==> config.mk <==
export PLATFORM = sky130hd
export DESIGN_NAME = pe_array_controller_flat
export DESIGN_NICKNAME = d
export VERILOG_FILES = /design/src/rtl/pe_array_controller_if.sv /design/src/rtl/pe_array_controller.sv /design/src/flat_wrapper.sv
export SDC_FILE = /design/constraint.sdc
export NUM_CORES = 1
export LEC_CHECK = 0
export CAP_MARGIN = 20
export CORE_MARGIN = 4
export CORE_UTILIZATION = 45
export CTS_BUF_LIST = sky130_fd_sc_hd__clkbuf_16
export CTS_CLUSTER_SIZE = 14
export DETAILED_ROUTE_END_ITERATION = 16
export GPL_ROUTABILITY_DRIVEN = 0
export PLACE_DENSITY = 0.81
export SYNTH_ARGS = -nofsm -noshare
export SYNTH_HDL_FRONTEND = slang
export SYNTH_SLANG_ARGS = --single-unit
==> constraint.sdc <==
create_clock -name clk_i -period 6.3 [get_ports clk_i]
set_clock_uncertainty 0.1 [all_clocks]
set_input_delay 0.945 -clock clk_i [delete_from_list [all_inputs] [get_ports clk_i]]
set_output_delay 0.945 -clock clk_i [all_outputs]
set_load 0.03 [all_outputs]
==> src/rtl/pe_array_controller_if.sv <==
// Handshake and control bundle between the PE array controller, its upstream
// filter/ifmap buffers and the row-stationary PE array.
interface pe_array_controller_if #(
    parameter int unsigned NUM_ROWS  = 3,
    parameter int unsigned NUM_DIAGS = 5,
    parameter int unsigned OUT_CNT_W = 8
);
    logic                 start_i;
    logic [OUT_CNT_W-1:0] num_outputs_i;
    logic                 filter_valid_i;
    logic                 filter_ready_o;
    logic                 ifmap_valid_i;
    logic                 ifmap_ready_o;
    logic [NUM_ROWS-1:0]  read_new_filter_val_o;
    logic [NUM_DIAGS-1:0] read_new_ifmap_val_o;
    logic [NUM_DIAGS-1:0] start_conv_o;
    logic                 psum_valid_i;
    logic [OUT_CNT_W-1:0] psum_idx_o;
    logic                 busy_o;
    logic                 done_o;
    logic                 error_o;

    // Controller side
    modport master (
        input  start_i, num_outputs_i, filter_valid_i, ifmap_valid_i, psum_valid_i,
        output filter_ready_o, ifmap_ready_o, read_new_filter_val_o,
               read_new_ifmap_val_o, start_conv_o, psum_idx_o, busy_o, done_o, error_o
    );

    // Host / buffers / PE array side
    modport slave (
        output start_i, num_outputs_i, filter_valid_i, ifmap_valid_i, psum_valid_i,
        input  filter_ready_o, ifmap_ready_o, read_new_filter_val_o,
               read_new_ifmap_val_o, start_conv_o, psum_idx_o, busy_o, done_o, error_o
    );
endinterface

==> src/rtl/pe_array_controller.sv <==
// Sequencer for a row-stationary PE array: loads filter rows, primes ifmap
// scratchpads, then issues one start per output and checks the psum latency.
module pe_array_controller #(
    parameter int unsigned FILTER_W  = 3,
    parameter int unsigned NUM_ROWS  = 3,
    parameter int unsigned NUM_DIAGS = 5,
    parameter int unsigned OUT_CNT_W = 8
) (
    input  logic                  clk_i,
    input  logic                  rstn_i,
    pe_array_controller_if.master bus
);
    localparam int unsigned ROW_W    = (NUM_ROWS > 1) ? $clog2(NUM_ROWS) : 1;
    localparam int unsigned ELEM_W   = (FILTER_W > 1) ? $clog2(FILTER_W) : 1;
    localparam int unsigned PSUM_LAT = FILTER_W + 2;
    localparam int unsigned WAIT_W   = $clog2(PSUM_LAT + 1);

    typedef enum logic [2:0] {
        IDLE,
        LOAD_FILTER,
        PRIME,
        CONV,
        SHIFT,
        DONE
    } state_e;

    state_e               state_q, state_d;
    logic [OUT_CNT_W-1:0] n_q;
    logic [OUT_CNT_W-1:0] out_cnt_q;
    logic [OUT_CNT_W-1:0] psum_idx_q;
    logic [ROW_W-1:0]     row_q;
    logic [ELEM_W-1:0]    elem_q;
    logic [WAIT_W-1:0]    wait_q;
    logic                 error_q;

    logic                 filter_ready, ifmap_ready, busy, done;
    logic [NUM_ROWS-1:0]  rd_filter;
    logic [NUM_DIAGS-1:0] rd_ifmap, start_conv;
    logic                 start_ok, filter_xfer, prime_xfer, psum_ok, psum_bad;

    logic elem_last, row_last, out_last, wait_hit;
    assign elem_last = (elem_q == ELEM_W'(FILTER_W - 1));
    assign row_last  = (row_q == ROW_W'(NUM_ROWS - 1));
    assign out_last  = (out_cnt_q == n_q - OUT_CNT_W'(1));
    assign wait_hit  = (wait_q == WAIT_W'(PSUM_LAT));

    always_ff @(posedge clk_i) begin
        if (!rstn_i) state_q <= IDLE;
        else         state_q <= state_d;
    end

    // Next state and handshake-driven enables; everything is held off while reset is low.
    always_comb begin
        state_d      = state_q;
        filter_ready = 1'b0;
        ifmap_ready  = 1'b0;
        rd_filter    = '0;
        rd_ifmap     = '0;
        start_conv   = '0;
        busy         = 1'b0;
        done         = 1'b0;
        start_ok     = 1'b0;
        filter_xfer  = 1'b0;
        prime_xfer   = 1'b0;
        psum_ok      = 1'b0;
        psum_bad     = 1'b0;
        if (rstn_i) begin
            busy = (state_q != IDLE);
            unique case (state_q)
                IDLE: begin
                    if (bus.start_i) begin
                        start_ok = 1'b1;
                        state_d  = (bus.num_outputs_i == '0) ? DONE : LOAD_FILTER;
                    end
                end
                LOAD_FILTER: begin
                    filter_ready = 1'b1;
                    if (bus.filter_valid_i) begin
                        filter_xfer = 1'b1;
                        rd_filter   = NUM_ROWS'(1) << row_q;
                        if (elem_last && row_last) state_d = PRIME;
                    end
                end
                PRIME: begin
                    ifmap_ready = 1'b1;
                    if (bus.ifmap_valid_i) begin
                        prime_xfer = 1'b1;
                        rd_ifmap   = '1;
                        if (elem_last) begin
                            start_conv = '1;
                            state_d    = CONV;
                        end
                    end
                end
                CONV: begin
                    // psum must land exactly PSUM_LAT cycles after start; anything else is fatal
                    if (wait_hit) begin
                        if (bus.psum_valid_i) begin
                            psum_ok = 1'b1;
                            state_d = out_last ? DONE : SHIFT;
                        end else begin
                            psum_bad = 1'b1;
                            state_d  = DONE;
                        end
                    end else if (bus.psum_valid_i) begin
                        psum_bad = 1'b1;
                        state_d  = DONE;
                    end
                end
                SHIFT: begin
                    ifmap_ready = 1'b1;
                    if (bus.ifmap_valid_i) begin
                        rd_ifmap   = '1;
                        start_conv = '1;
                        state_d    = CONV;
                    end
                end
                DONE: begin
                    done    = 1'b1;
                    state_d = IDLE;
                end
                default: state_d = IDLE;
            endcase
        end
    end

    // Pass counters, psum index and sticky error.
    always_ff @(posedge clk_i) begin
        if (!rstn_i) begin
            n_q        <= '0;
            out_cnt_q  <= '0;
            psum_idx_q <= '0;
            row_q      <= '0;
            elem_q     <= '0;
            wait_q     <= '0;
            error_q    <= 1'b0;
        end else begin
            wait_q <= (state_q == CONV) ? wait_q + WAIT_W'(1) : WAIT_W'(1);
            if (start_ok) begin
                n_q     <= bus.num_outputs_i;
                error_q <= 1'b0;
                row_q   <= '0;
                elem_q  <= '0;
            end
            if (filter_xfer || prime_xfer) begin
                if (elem_last) begin
                    elem_q <= '0;
                    if (filter_xfer) row_q <= row_q + ROW_W'(1);
                end else begin
                    elem_q <= elem_q + ELEM_W'(1);
                end
            end
            if (prime_xfer && elem_last) out_cnt_q <= '0;
            if (psum_ok) begin
                psum_idx_q <= out_cnt_q;
                if (!out_last) out_cnt_q <= out_cnt_q + OUT_CNT_W'(1);
            end
            if (psum_bad) error_q <= 1'b1;
        end
    end

    assign bus.filter_ready_o        = filter_ready;
    assign bus.ifmap_ready_o         = ifmap_ready;
    assign bus.read_new_filter_val_o = rd_filter;
    assign bus.read_new_ifmap_val_o  = rd_ifmap;
    assign bus.start_conv_o          = start_conv;
    assign bus.psum_idx_o            = psum_idx_q;
    assign bus.busy_o                = busy;
    assign bus.done_o                = done;
    assign bus.error_o               = error_q;
endmodule

==> src/flat_wrapper.sv <==
// flat-port wrapper written by rule: the top's interface ports become plain ports
module pe_array_controller_flat 
#(
    parameter int unsigned FILTER_W  = 3,
    parameter int unsigned NUM_ROWS  = 3,
    parameter int unsigned NUM_DIAGS = 5,
    parameter int unsigned OUT_CNT_W = 8
)
  (clk_i, rstn_i, bus_start_i, bus_num_outputs_i, bus_filter_valid_i, bus_ifmap_valid_i, bus_psum_valid_i, bus_filter_ready_o, bus_ifmap_ready_o, bus_read_new_filter_val_o, bus_read_new_ifmap_val_o, bus_start_conv_o, bus_psum_idx_o, bus_busy_o, bus_done_o, bus_error_o);
  pe_array_controller_if #(.NUM_ROWS(NUM_ROWS), .NUM_DIAGS(NUM_DIAGS), .OUT_CNT_W(OUT_CNT_W)) bus_i ();
  input  logic clk_i;
  input  logic rstn_i;
  input wire logic [$bits(bus_i.start_i)-1:0] bus_start_i;
  input wire logic [$bits(bus_i.num_outputs_i)-1:0] bus_num_outputs_i;
  input wire logic [$bits(bus_i.filter_valid_i)-1:0] bus_filter_valid_i;
  input wire logic [$bits(bus_i.ifmap_valid_i)-1:0] bus_ifmap_valid_i;
  input wire logic [$bits(bus_i.psum_valid_i)-1:0] bus_psum_valid_i;
  output wire logic [$bits(bus_i.filter_ready_o)-1:0] bus_filter_ready_o;
  output wire logic [$bits(bus_i.ifmap_ready_o)-1:0] bus_ifmap_ready_o;
  output wire logic [$bits(bus_i.read_new_filter_val_o)-1:0] bus_read_new_filter_val_o;
  output wire logic [$bits(bus_i.read_new_ifmap_val_o)-1:0] bus_read_new_ifmap_val_o;
  output wire logic [$bits(bus_i.start_conv_o)-1:0] bus_start_conv_o;
  output wire logic [$bits(bus_i.psum_idx_o)-1:0] bus_psum_idx_o;
  output wire logic [$bits(bus_i.busy_o)-1:0] bus_busy_o;
  output wire logic [$bits(bus_i.done_o)-1:0] bus_done_o;
  output wire logic [$bits(bus_i.error_o)-1:0] bus_error_o;
  assign bus_i.start_i = bus_start_i;
  assign bus_i.num_outputs_i = bus_num_outputs_i;
  assign bus_i.filter_valid_i = bus_filter_valid_i;
  assign bus_i.ifmap_valid_i = bus_ifmap_valid_i;
  assign bus_i.psum_valid_i = bus_psum_valid_i;
  assign bus_filter_ready_o = bus_i.filter_ready_o;
  assign bus_ifmap_ready_o = bus_i.ifmap_ready_o;
  assign bus_read_new_filter_val_o = bus_i.read_new_filter_val_o;
  assign bus_read_new_ifmap_val_o = bus_i.read_new_ifmap_val_o;
  assign bus_start_conv_o = bus_i.start_conv_o;
  assign bus_psum_idx_o = bus_i.psum_idx_o;
  assign bus_busy_o = bus_i.busy_o;
  assign bus_done_o = bus_i.done_o;
  assign bus_error_o = bus_i.error_o;
  pe_array_controller #(.FILTER_W(FILTER_W), .NUM_ROWS(NUM_ROWS), .NUM_DIAGS(NUM_DIAGS), .OUT_CNT_W(OUT_CNT_W)) u_core (.clk_i(clk_i), .rstn_i(rstn_i), .bus(bus_i));
endmodule
# Word level (Yosys, flattened, before mapping)
# Cells that the tools add are included.
[classes]
addsub = 5
multipliers = 0
n_div = 0
magnitude_cmp = 0
eq_ne = 16
n_shift = 1
muxes = 59
bitwise = 0
n_reduce_logical = 11
[op_table]
columns = ["operator", "count"]
rows = [
  ["$mux W3", 13],
  ["$mux W5", 6],
  ["$mux W1", 28],
  ["$mux W8", 3],
  ["$pmux W3 S5", 1],
  ["$mux W2", 7],
  ["$pmux W5 S2", 1],
  ["$eq A3 B3 Y1 const B", 3],
  ["$add A8 B1 Y8 const B", 1],
  ["$eq A8 B8 Y1", 1],
  ["$logic_not A8 Y1", 1],
  ["$ne A2 B2 Y1 const B", 4],
  ["$sub A8 B1 Y8 const B", 1],
  ["$reduce_and A7 Y1", 1],
  ["$eq A3 B2 Y1 const B", 2],
  ["$add A2 B1 Y2 const B", 2],
  ["$eq A2 B2 Y1 const B", 2],
  ["$ne A2 B1 Y1 const B", 2],
  ["$reduce_bool A2 Y1", 2],
  ["$add A3 B1 Y3 const B", 1],
  ["$eq A3 B1 Y1 const B", 1],
  ["$logic_not A3 Y1", 1],
  ["$ne A3 B2 Y1 const B", 1],
  ["$reduce_bool A3 Y1", 1],
  ["other kinds (5)", 6],
]
[word_totals]
ff_bits = 35
latch_bits = 0
mem_bits_rw = 0
rom_bits = 0
memories = 0

# Longest topological paths before layout
[logic_depth]
ltp_word = 7
depth_mapped = 10

# Worst setup path before layout
# No wires, ideal clock.
[synth_timing]
path_type = "in2out"
from = "input port rstn_i"
to = "output port bus_start_conv_o[1]"
arrival_ps = 3025
required_ps = 5255
path_slack_ps = 2230
stages = 4
n_path_buf = 1
cell_sequence = "and3_1 -> and2_1 -> a21boi_0 -> buf_4"
[synth_between]
elab_chain_cells = 1
[synth_lines]
columns = ["item", "line_no", "text"]
rows = [
  ["start: declaration", "flat_wrapper.sv:12", "input logic rstn_i;"],
  ["$mux W5", "pe_array_controller.sv:67", "if (rstn_i) begin"],
  ["end: declaration", "flat_wrapper.sv:22", "output wire logic [$bits(bus_i.start_conv_o)-1:0] bus_start_conv_o;"],
]
# Every way passes these cells.

# Final worst setup path
[layout_timing]
from = "input port rstn_i"
to = "output port bus_start_conv_o[0]"
# Same word-level chain as after synthesis.

==> metrics.cfg <==
[finish]
final_nets = 301
final_core_util = 0.575
layout-drive-gt1-share = 0.0573
num-fill-cells = 400
synthToLayoutAreaGrowth_pct = 22.5
n_antenna_cell = 0

[timing]
setup_viol = 0
hold_viol = 0
maxSlewViolCount = 0
slew_headroom = 0.504
setup_tns_ps = 0
tightest_slew_ps = 740
post-route-period-util = 0.701
grt_setup_unrepaired = no
period_minus_slack_ps = 4420
max_freq_ghz = 0.226

[drt]
ant_nets = 0
wl_per_cell_um = 13.0
drc = 0
highest_layer = met4
met3_length_um = 198
dr.first_iter.drc_count = 105
via_per_inst = 5.45
drt-total-wl_mm = 4.32
wl_met2_mm = 2.06
vias = 1805
drt_pre_antenna_iters = 4
wl_met1_mm = 1.98

[global_route]
grt_max_degree = 34
antenna_found_initial = 0
grt-ovfl-total = 0
gr-usage-all-layers = 0.160
grt_pass1_wl_mm = 7.20
first_global_vias = 1633

[yosys]
syn-num-nets = 277
synth-seq-area-share = 0.338
syn_area_per_cell_sq_um = 8.13
synth.distinct_cells = 50
synth_top_family_by_area = simple AND/OR/NAND/NOR gates
synth_compound_area_frac = 0.191
postSynthCellCount = 255
synthArstFlopShare = 0
synth-xor-area-share = 0.0507
synth_seq_cells = 35
yosys_warnings = 0
synth_edf_count = 0
syn_area_sq_mm = 0.00207
synthFlopType = dfxtp_1
synth_mux_area_frac = 0.00966
synthAdderAreaFrac = 0.0483
synthSimpleGateAreaFrac = 0.284

[placement]
hpwl_mm = 3.09
portBuffers = 39

[floorplan]
core-area_sq_mm = 0.00441
start_util = 0.470
num_io_pins = 40
dieHeight_um = 75.9
die_w_um = 75.9
dieArea_sq_mm = 0.00576
num_rows = 24

[worst_setup_path]
critPathRequiredTime_ps = 5250
arrival_ps = 3370
worstReg2RegStart = u_core.n_q[0]
reg2reg_slack_ps = 3500
critical_path_class = in -> out
cp-startpoint = rstn_i
start_kind = input port
cp_max_fo = 33
cp-end-kind = output port

[clock_network]
cts_sinks = 35
cts_made_buffers = 5
cts_setup_buffers = 0
cts.path.max_buffers = 2
cts_tree = built
root_buffer = clkbuf_16
postCtsResizedCells = 0
holdBufCountCts = 0
cts_max_level = 2
clock_latency_ps = 280
clk_pin_slew_worst_paths_ps = 60

[worst_hold_path]
min_from = u_core.bus.psum_idx_o[2]
hold_class = reg -> reg

[run_status]
status = complete, no violations

[power]
leakagePower_nw = 0.960
total_power_uw = 733
peakVddDrop_uv = 157
p_per_area_mw_per_mm2 = 289

[run]
drv_cap = 0

## cell families after synthesis
group                    count (synthesis)
buffers and inverters                   32
XOR/XNOR                                12
multiplexers                             2
flip-flops                              35
AO/OA/AOI/OAI                           53
adder cells (fa/ha/maj)                  8
AND/OR/NAND/NOR                        113
## critical path, stage by stage
cell,delay (ps)
clkdlybuf4s50_1,450
buf_4,300
and3_1,230
and2_1,220
a21boi_0,450
clkdlybuf4s50_1,780
## path summary, 6_finish.rpt
kind                              end  depth (start not counted)
min          u_core.bus.psum_idx_o[2]                          2
min reg2reg  u_core.bus.psum_idx_o[2]                          2
max reg2reg       u_core.out_cnt_q[3]                          8
max               bus_start_conv_o[0]                          6
## sequential cells by signal, indices dropped and copies added (netlist names)
name                   flops
u_core.bus.error_o         1
u_core.bus.psum_idx_o      8
u_core.elem_q              2
u_core.n_q                 8
u_core.out_cnt_q           8
u_core.row_q               2
u_core.state_q             3
u_core.wait_q              3
## area by class of cell
| type | instances | area, sq um | share of cell area |
|---|---|---|---|
| clock inverter | 2 | 8.76 | 0.00345 |
| tap | 52 | 65.1 | 0.0256 |
| inverter | 9 | 33.8 | 0.0133 |
| timing repair buffer | 40 | 398 | 0.157 |
| sequential | 35 | 701 | 0.276 |
| multi-input combinational | 188 | 1210 | 0.476 |
| clock buffer | 5 | 125 | 0.0493 |
## cell usage after synthesis, types with 3 or more instances
master    instances  share of area
nor2_1           13          0.024
nor3_1            5          0.012
nand2_1          40          0.072
nand3_1          10          0.024
a21boi_0          4          0.014
a211o_1           3          0.013
dfxtp_1          35           0.34
xor2_1            7          0.030
o31a_1            3          0.013
o21ai_0          20          0.048
clkbuf_1         11          0.020
nor2b_1          11          0.033
and2_1            4          0.012
inv_1             9          0.016
ha_1              8          0.048
buf_4             9          0.033
nand2b_1          4          0.012
xnor2_1           5          0.021
and3_1           11          0.033
## where the power goes
group	total, mW	internal (mW)	switching (mW)	leakage, nW
Sequential	0.282	0.243	0.0395	0.284
Clock	0.226	0.142	0.0845	0.0671
Combinational	0.225	0.105	0.120	0.609
## through the flow
step                area [sq um]  worst slack, ps  cells  hold slack, ps
finish                      2540             1880    331             359
global route                2540             1670    331             383
CTS                         2540             1850    331             361
detailed placement          2410             1890    324             353
global placement            2410             1970    324             344
floorplan                   2070             2230    255             348
## cell usage in the layout, fill, tap and decap left out, types with 2 or more instances in the layout
cell type,n
o21ai_0,20
dfxtp_1,35
a22o_2,2
o31a_1,3
xnor2_1,5
o211ai_1,2
nor2b_1,11
a31oi_1,2
inv_1,9
nand3_1,10
a21boi_0,4
clkdlybuf4s50_1,39
ha_1,8
nor2_1,13
nand2b_1,4
or4_1,2
or3b_2,2
a21oi_1,2
nand2_1,40
nor3_1,5
o2bb2ai_1,2
nor3b_1,2
a211o_1,3
mux2i_1,2
xor2_1,7
and2_1,4
a22oi_1,2
and3_1,11
clkbuf_16,5
nor4_1,2
## routing by layer
metal	global-route usage	up-vias
met3	0.0435	9
li1	-	931
met5	0	-
met1	0.195	822
met2	0.267	43
met4	0.0583	0
No activity file was read; power rests on OpenSTA's default activity.
==> RTL edit 1 (same settings) <==
The 6 states of `state_e` get a one-hot encoding in 6 bits.
--- a/src/rtl/pe_array_controller.sv
+++ b/src/rtl/pe_array_controller.sv
@@ -16,11 +16,11 @@
     localparam int unsigned WAIT_W   = $clog2(PSUM_LAT + 1);
 
-    typedef enum logic [2:0] {
-        IDLE,
-        LOAD_FILTER,
-        PRIME,
-        CONV,
-        SHIFT,
-        DONE
+    typedef enum logic [5:0] {
+        IDLE        = 6'b000001,
+        LOAD_FILTER = 6'b000010,
+        PRIME       = 6'b000100,
+        CONV        = 6'b001000,
+        SHIFT       = 6'b010000,
+        DONE        = 6'b100000
     } state_e;
 
Function: no difference found for any inputs over 10 cycles, from zero or initial values and one cycle with rstn_i low; not proved beyond that.
==> RTL edit 1 against the unedited design <==
  * Area after synthesis up 5.1%
  * Power up 6.6%
  * Sequential cell count up 3
  * Cell area up 5.8%
  * Setup slack worse by 110 ps
  * First-iteration DRC count up 67%
  * Combinational power down 5%
  * Die area up 4.6%
  * Routed wire length up 12%
  * Critical path type unchanged
  * Largest cell class unchanged
==> RTL edit 1: results (changes against the unedited design) <==
| Metric | Value |
|---|---|
| Outcome | completed |
| GR Layer Usage met2 | 29.02% (+2.3 points) |
| Total wire length | 4.832 mm (+12%) |
| Synth area leaders | dfxtp_1 35%, nand2_1 7.7%, ha_1 4.6% |
| Predominant post-synthesis flop cell | dfxtp_1 |
| Slowest Stage Delay on Critical Path | 670 ps (-110 ps) |
| Highest metal used | met4 |
| Initial antenna violation count | 0 (unchanged) |
| Global-route wire length before repair | 8.280 mm (+15%) |
| Synth Warn # | 0 (unchanged) |
| R2R setup slack | 3720 ps (+220 ps) |
| GRT Overall Usage | 16.61% (+0.64 points) |
| Crit path to | bus_read_new_filter_val_o[1] |
| Vias in the first global route | 1805 (+11%) |
| Hold Crit Start | u_core.bus.psum_idx_o[3]$_SDFFE_PN0P_ |
| Pint | 536.9 uW (+9.7%) |
| Worst-path fanout max | 26 (-21%) |
| Worst r2r dst | u_core.out_cnt_q[6]$_SDFF_PN0_ |
| Fill count | 436 (+9.0%) |
| CP startpoint | rstn_i |
| Metal1 wirelength | 2.150 mm (+8.6%) |
| Max VDD drop | 0.2490 mV (+59%) |
| Nets | 317 (+5.3%) |
| Worst-margin pin slew | 768.2 ps (+28.08 ps) |
| Post-synth top cells | 45 x nand2_1, 38 x dfxtp_1, 23 x nor2_1 |
| Root Driver | clkbuf_16 |
| Clock-pin transition on the worst setup and hold timing paths | 50 ps |
| Syn Nets | 290 (+4.7%) |
| Lkg Pwr | 1.025 nW (+6.7%) |
| Detail Route met3 WL | 222 um (+12%) |
| Met3 Usage GRT | 3.364% (-0.99 points) |
| Post-DP HPWL | 3.557 mm (+15%) |
| Starting DRC count in detailed routing | 175 (+67%) |
| Placed Area | 2525 um^2 (+4.9%) |
| Post-synthesis sequential area ratio | 34.90% (+1.1 points) |
| WL met2 | 2.409 mm (+17%) |
| Worst Path Arrival | 3490 ps (+120 ps) |
| Reg2Reg Depth | 8 (unchanged) |
| Tightest Hold Check Type | reg2reg |
| Hold endpoint | u_core.bus.psum_idx_o[3]$_SDFFE_PN0P_ |
| Layout cells sized above 1 | 5.743% (+0.0085 points) |
| Unique cell type count in the Yosys netlist | 53 (+6.0%) |
| M1 GR Usage | 20.69% (+1.2 points) |
| Largest net degree at the start of global routing | 27 (-21%) |
| Via count | 1945 (+7.8%) |
## RTL edit 1: cell count changes after synthesis, moves of 5 or more
| cell | delta |
|---|---|
| clkbuf_1 | -5 |
| a21oi_1 | +7 |
| o21ai_0 | -15 |
| nand3_1 | +8 |
| nand2_1 | +5 |
| o21ai_1 | +6 |
| nor2_1 | +10 |
| nor2b_1 | -8 |
## RTL edit 1: per-stage QoR
stage	worst slack, ps	hold WS (ps)	cells	power (mW)
after floorplan	2756	340.8	268	0.4593
after global placement	1802	342.6	342	0.5024
after detailed placement	1821	346.1	342	0.5077
after CTS	1794	353.4	350	0.7844
after global routing	1639	371.6	350	0.8227
final	1769	349.7	350	0.7814
## RTL edit 1: power by group through the flow
stage / sequential [mW] / combinational [mW] / clock (mW)
3_3_place_gp: 0.296 / 0.207 / 0
6_report: 0.292 / 0.214 / 0.276
3_5_place_dp: 0.297 / 0.211 / 0
2_1_floorplan: 0.289 / 0.171 / 0
5_1_grt: 0.296 / 0.237 / 0.289
4_1_cts: 0.292 / 0.214 / 0.278
## RTL edit 1: logic make-up (layout without fill, tap and decap cells)
logic type | after synthesis | in the layout | share of synthesized area (%)
buffers and inverters | 27 | 55 | 6.716
adder cells (fa/ha/maj) | 8 | 8 | 4.593
XOR/XNOR | 13 | 13 | 5.224
multiplexers | 6 | 6 | 2.756
flip-flops | 38 | 38 | 34.90
AND/OR/NAND/NOR | 133 | 133 | 31.40
AO/OA/AOI/OAI | 43 | 43 | 14.41
## RTL edit 1: layout make-up
class / instances / area (um^2) / share of cell area, %
clock buffers: 5 / 125.1 / 4.655
repair buffers: 40 / 397.9 / 14.80
inverters: 7 / 26.28 / 0.9777
well taps: 54 / 67.56 / 2.514
multi-input cells: 203 / 1272 / 47.35
flip-flops and latches: 38 / 760.7 / 28.31
clock inverters: 3 / 37.54 / 1.397
==> RTL edit 2 (same flow settings) <==
Without the edit above. `NUM_ROWS` is set to 3 in 3 places; all go to 5.
--- a/src/rtl/pe_array_controller_if.sv
+++ b/src/rtl/pe_array_controller_if.sv
@@ -2,5 +2,5 @@
 // filter/ifmap buffers and the row-stationary PE array.
 interface pe_array_controller_if #(
-    parameter int unsigned NUM_ROWS  = 3,
+    parameter int unsigned NUM_ROWS  = 5,
     parameter int unsigned NUM_DIAGS = 5,
     parameter int unsigned OUT_CNT_W = 8
--- a/src/rtl/pe_array_controller.sv
+++ b/src/rtl/pe_array_controller.sv
@@ -3,5 +3,5 @@
 module pe_array_controller #(
     parameter int unsigned FILTER_W  = 3,
-    parameter int unsigned NUM_ROWS  = 3,
+    parameter int unsigned NUM_ROWS  = 5,
     parameter int unsigned NUM_DIAGS = 5,
     parameter int unsigned OUT_CNT_W = 8
--- a/src/flat_wrapper.sv
+++ b/src/flat_wrapper.sv
@@ -3,5 +3,5 @@
 #(
     parameter int unsigned FILTER_W  = 3,
-    parameter int unsigned NUM_ROWS  = 3,
+    parameter int unsigned NUM_ROWS  = 5,
     parameter int unsigned NUM_DIAGS = 5,
     parameter int unsigned OUT_CNT_W = 8
Ports: changed (resized bus_read_new_filter_val_o); port bits go from 40 to 42. The function was not compared with the original's and may differ.
==> RTL edit 2 against the unedited design <==
  * Synthesized cell count grew 8.6%
  * Sequential power grew 6%
  * Core utilization shrank 0.12 points
  * Sequential share of layout area shrank 1.7 points
  * Hold slack lost 5.6 ps
  * Setup slack lost 66 ps
  * Sequential cell count grew 1
  * Routed wire length grew 15%
  * Area after synthesis grew 11%
  * Fmax shrank 1.5%
  * Power grew 6.5%
  * Critical path depth is the same
  * Cell area grew 9.6%
  * Register-to-register slack is essentially flat
==> RTL edit 2: results (changes against the unedited design) <==
| Metric | Value |
|---|---|
| Syn Nets | 301 (+8.7%) |
| GRT Overall Usage | 17.05% (+1.1 points) |
| Post-synth top cells | 44 x nand2_1, 36 x dfxtp_1, 23 x o21ai_0 |
| Hold endpoint | u_core.bus.psum_idx_o[6]$_SDFFE_PN0P_ |
| Clock group power | 238 uW (+5%) |
| Synth area leaders | dfxtp_1 31%, nand2_1 7.2%, ha_1 5.4% |
| Nets | 324 (+7.6%) |
| Largest net degree at the start of global routing | 36 (+5.9%) |
| Post-DP HPWL | 3.596 mm (+16%) |
| Total wire length | 4.972 mm (+15%) |
| Fmax | 223.0 MHz (-1.5%) |
| Layout cells sized above 1 | 7.973% (+2.2 points) |
| Pre-CTS WS | 1781 ps (-105.8 ps) |
| Worst r2r dst | u_core.out_cnt_q[2]$_SDFF_PN0_ |
| Hold_ws | 353.8 ps (-5.632 ps) |
| Net Sw Frac | 35.45% (+2.2 points) |
| WL met2 | 2.255 mm (+9.6%) |
| Mapped Avg Cell Area | 8.329 um^2 (+2.4%) |
| Relative slew slack | 58.36% (+8.0 points) |
| Starting DRC count in detailed routing | 95 (-9.5%) |
| Worst Path Arrival | 3440 ps (+70 ps) |
| Vias/cell | 5.313 (-2.6%) |
| R2R setup slack | 3510 ps (about the same) |
| Synth top area share | 31.24% (-2.6 points) |
| Hold Crit Start | u_core.bus.psum_idx_o[6]$_SDFFE_PN0P_ |
| Part of the power in registers | 38.3% (-0.2 points) |
| GR Layer Usage met2 | 26.54% (-0.17 points) |
| M1 GR Usage | 22.41% (+2.9 points) |
| Global-route wire length before repair | 8.756 mm (+22%) |
| Inst Count DP | 360 (+11%) |
| Sw power | 276.9 uW (+14%) |
| Fill count | 443 (+11%) |
| # diodes | 0 (unchanged) |
| Reg2Reg Depth | 6 (-2) |
| Met3 Usage GRT | 4.515% (+0.16 points) |
| Metal1 wirelength | 2.412 mm (+22%) |
| Outcome | completed |
| Clock-pin transition on the worst setup and hold timing paths | 60 ps (about the same) |
| Post-synthesis sequential area ratio | 31.24% (-2.6 points) |
| Worst-path fanout max | 35 (+6.1%) |
| Via count | 1955 (+8.3%) |
| Unique cell type count in the Yosys netlist | 58 (+16%) |
| Placed Area | 2645 um^2 (+9.9%) |
| Worst reg2reg path startpoint | u_core.state_q[0]$_SDFFE_PN0P_ |
| Max VDD drop | 0.1850 mV (+18%) |
| Final Core Density | 57.42% (-0.12 points) |
| Detail Route met3 WL | 216 um (+9.1%) |
| Vias in the first global route | 1891 (+16%) |
| CTS sink count | 36 (+2.9%) |
| Crit path to | bus_start_conv_o[1] |
RTL edit 2: cell count changes in the layout (fill, tap and decap cells not counted), sizes merged, moves of 3 or more:
cell | unedited run | this run
a211o | 3 | 0
nor2b | 11 | 8
xor2 | 7 | 4
and3 | 11 | 7
nand3 | 10 | 7
a22o | 3 | 0
o21ai | 20 | 24
mux2i | 2 | 7
and2 | 4 | 9
or3b | 3 | 0
nand2 | 40 | 44
RTL edit 2: layout make-up:
cell class	count	area share, %
Timing Repair Buffer	42	15.01
Clock buffer	5	4.494
Tap cell	67	3.011
Inverter	7	0.9438
Multi-Input combinational cell	208	50.16
Sequential cell	36	25.89
Clock inverter	3	0.4944
RTL edit 2: cells by family (layout without fill, tap and decap cells):
family,after synthesis,in the layout,share of synthesized area (%)
mux,7,7,3.037
xor+xnor,11,11,4.176
simple gates,119,119,28.09
buf+inv,33,57,8.243
compound gates,61,61,19.79
fa+ha+maj,10,10,5.423
flops,36,36,31.24
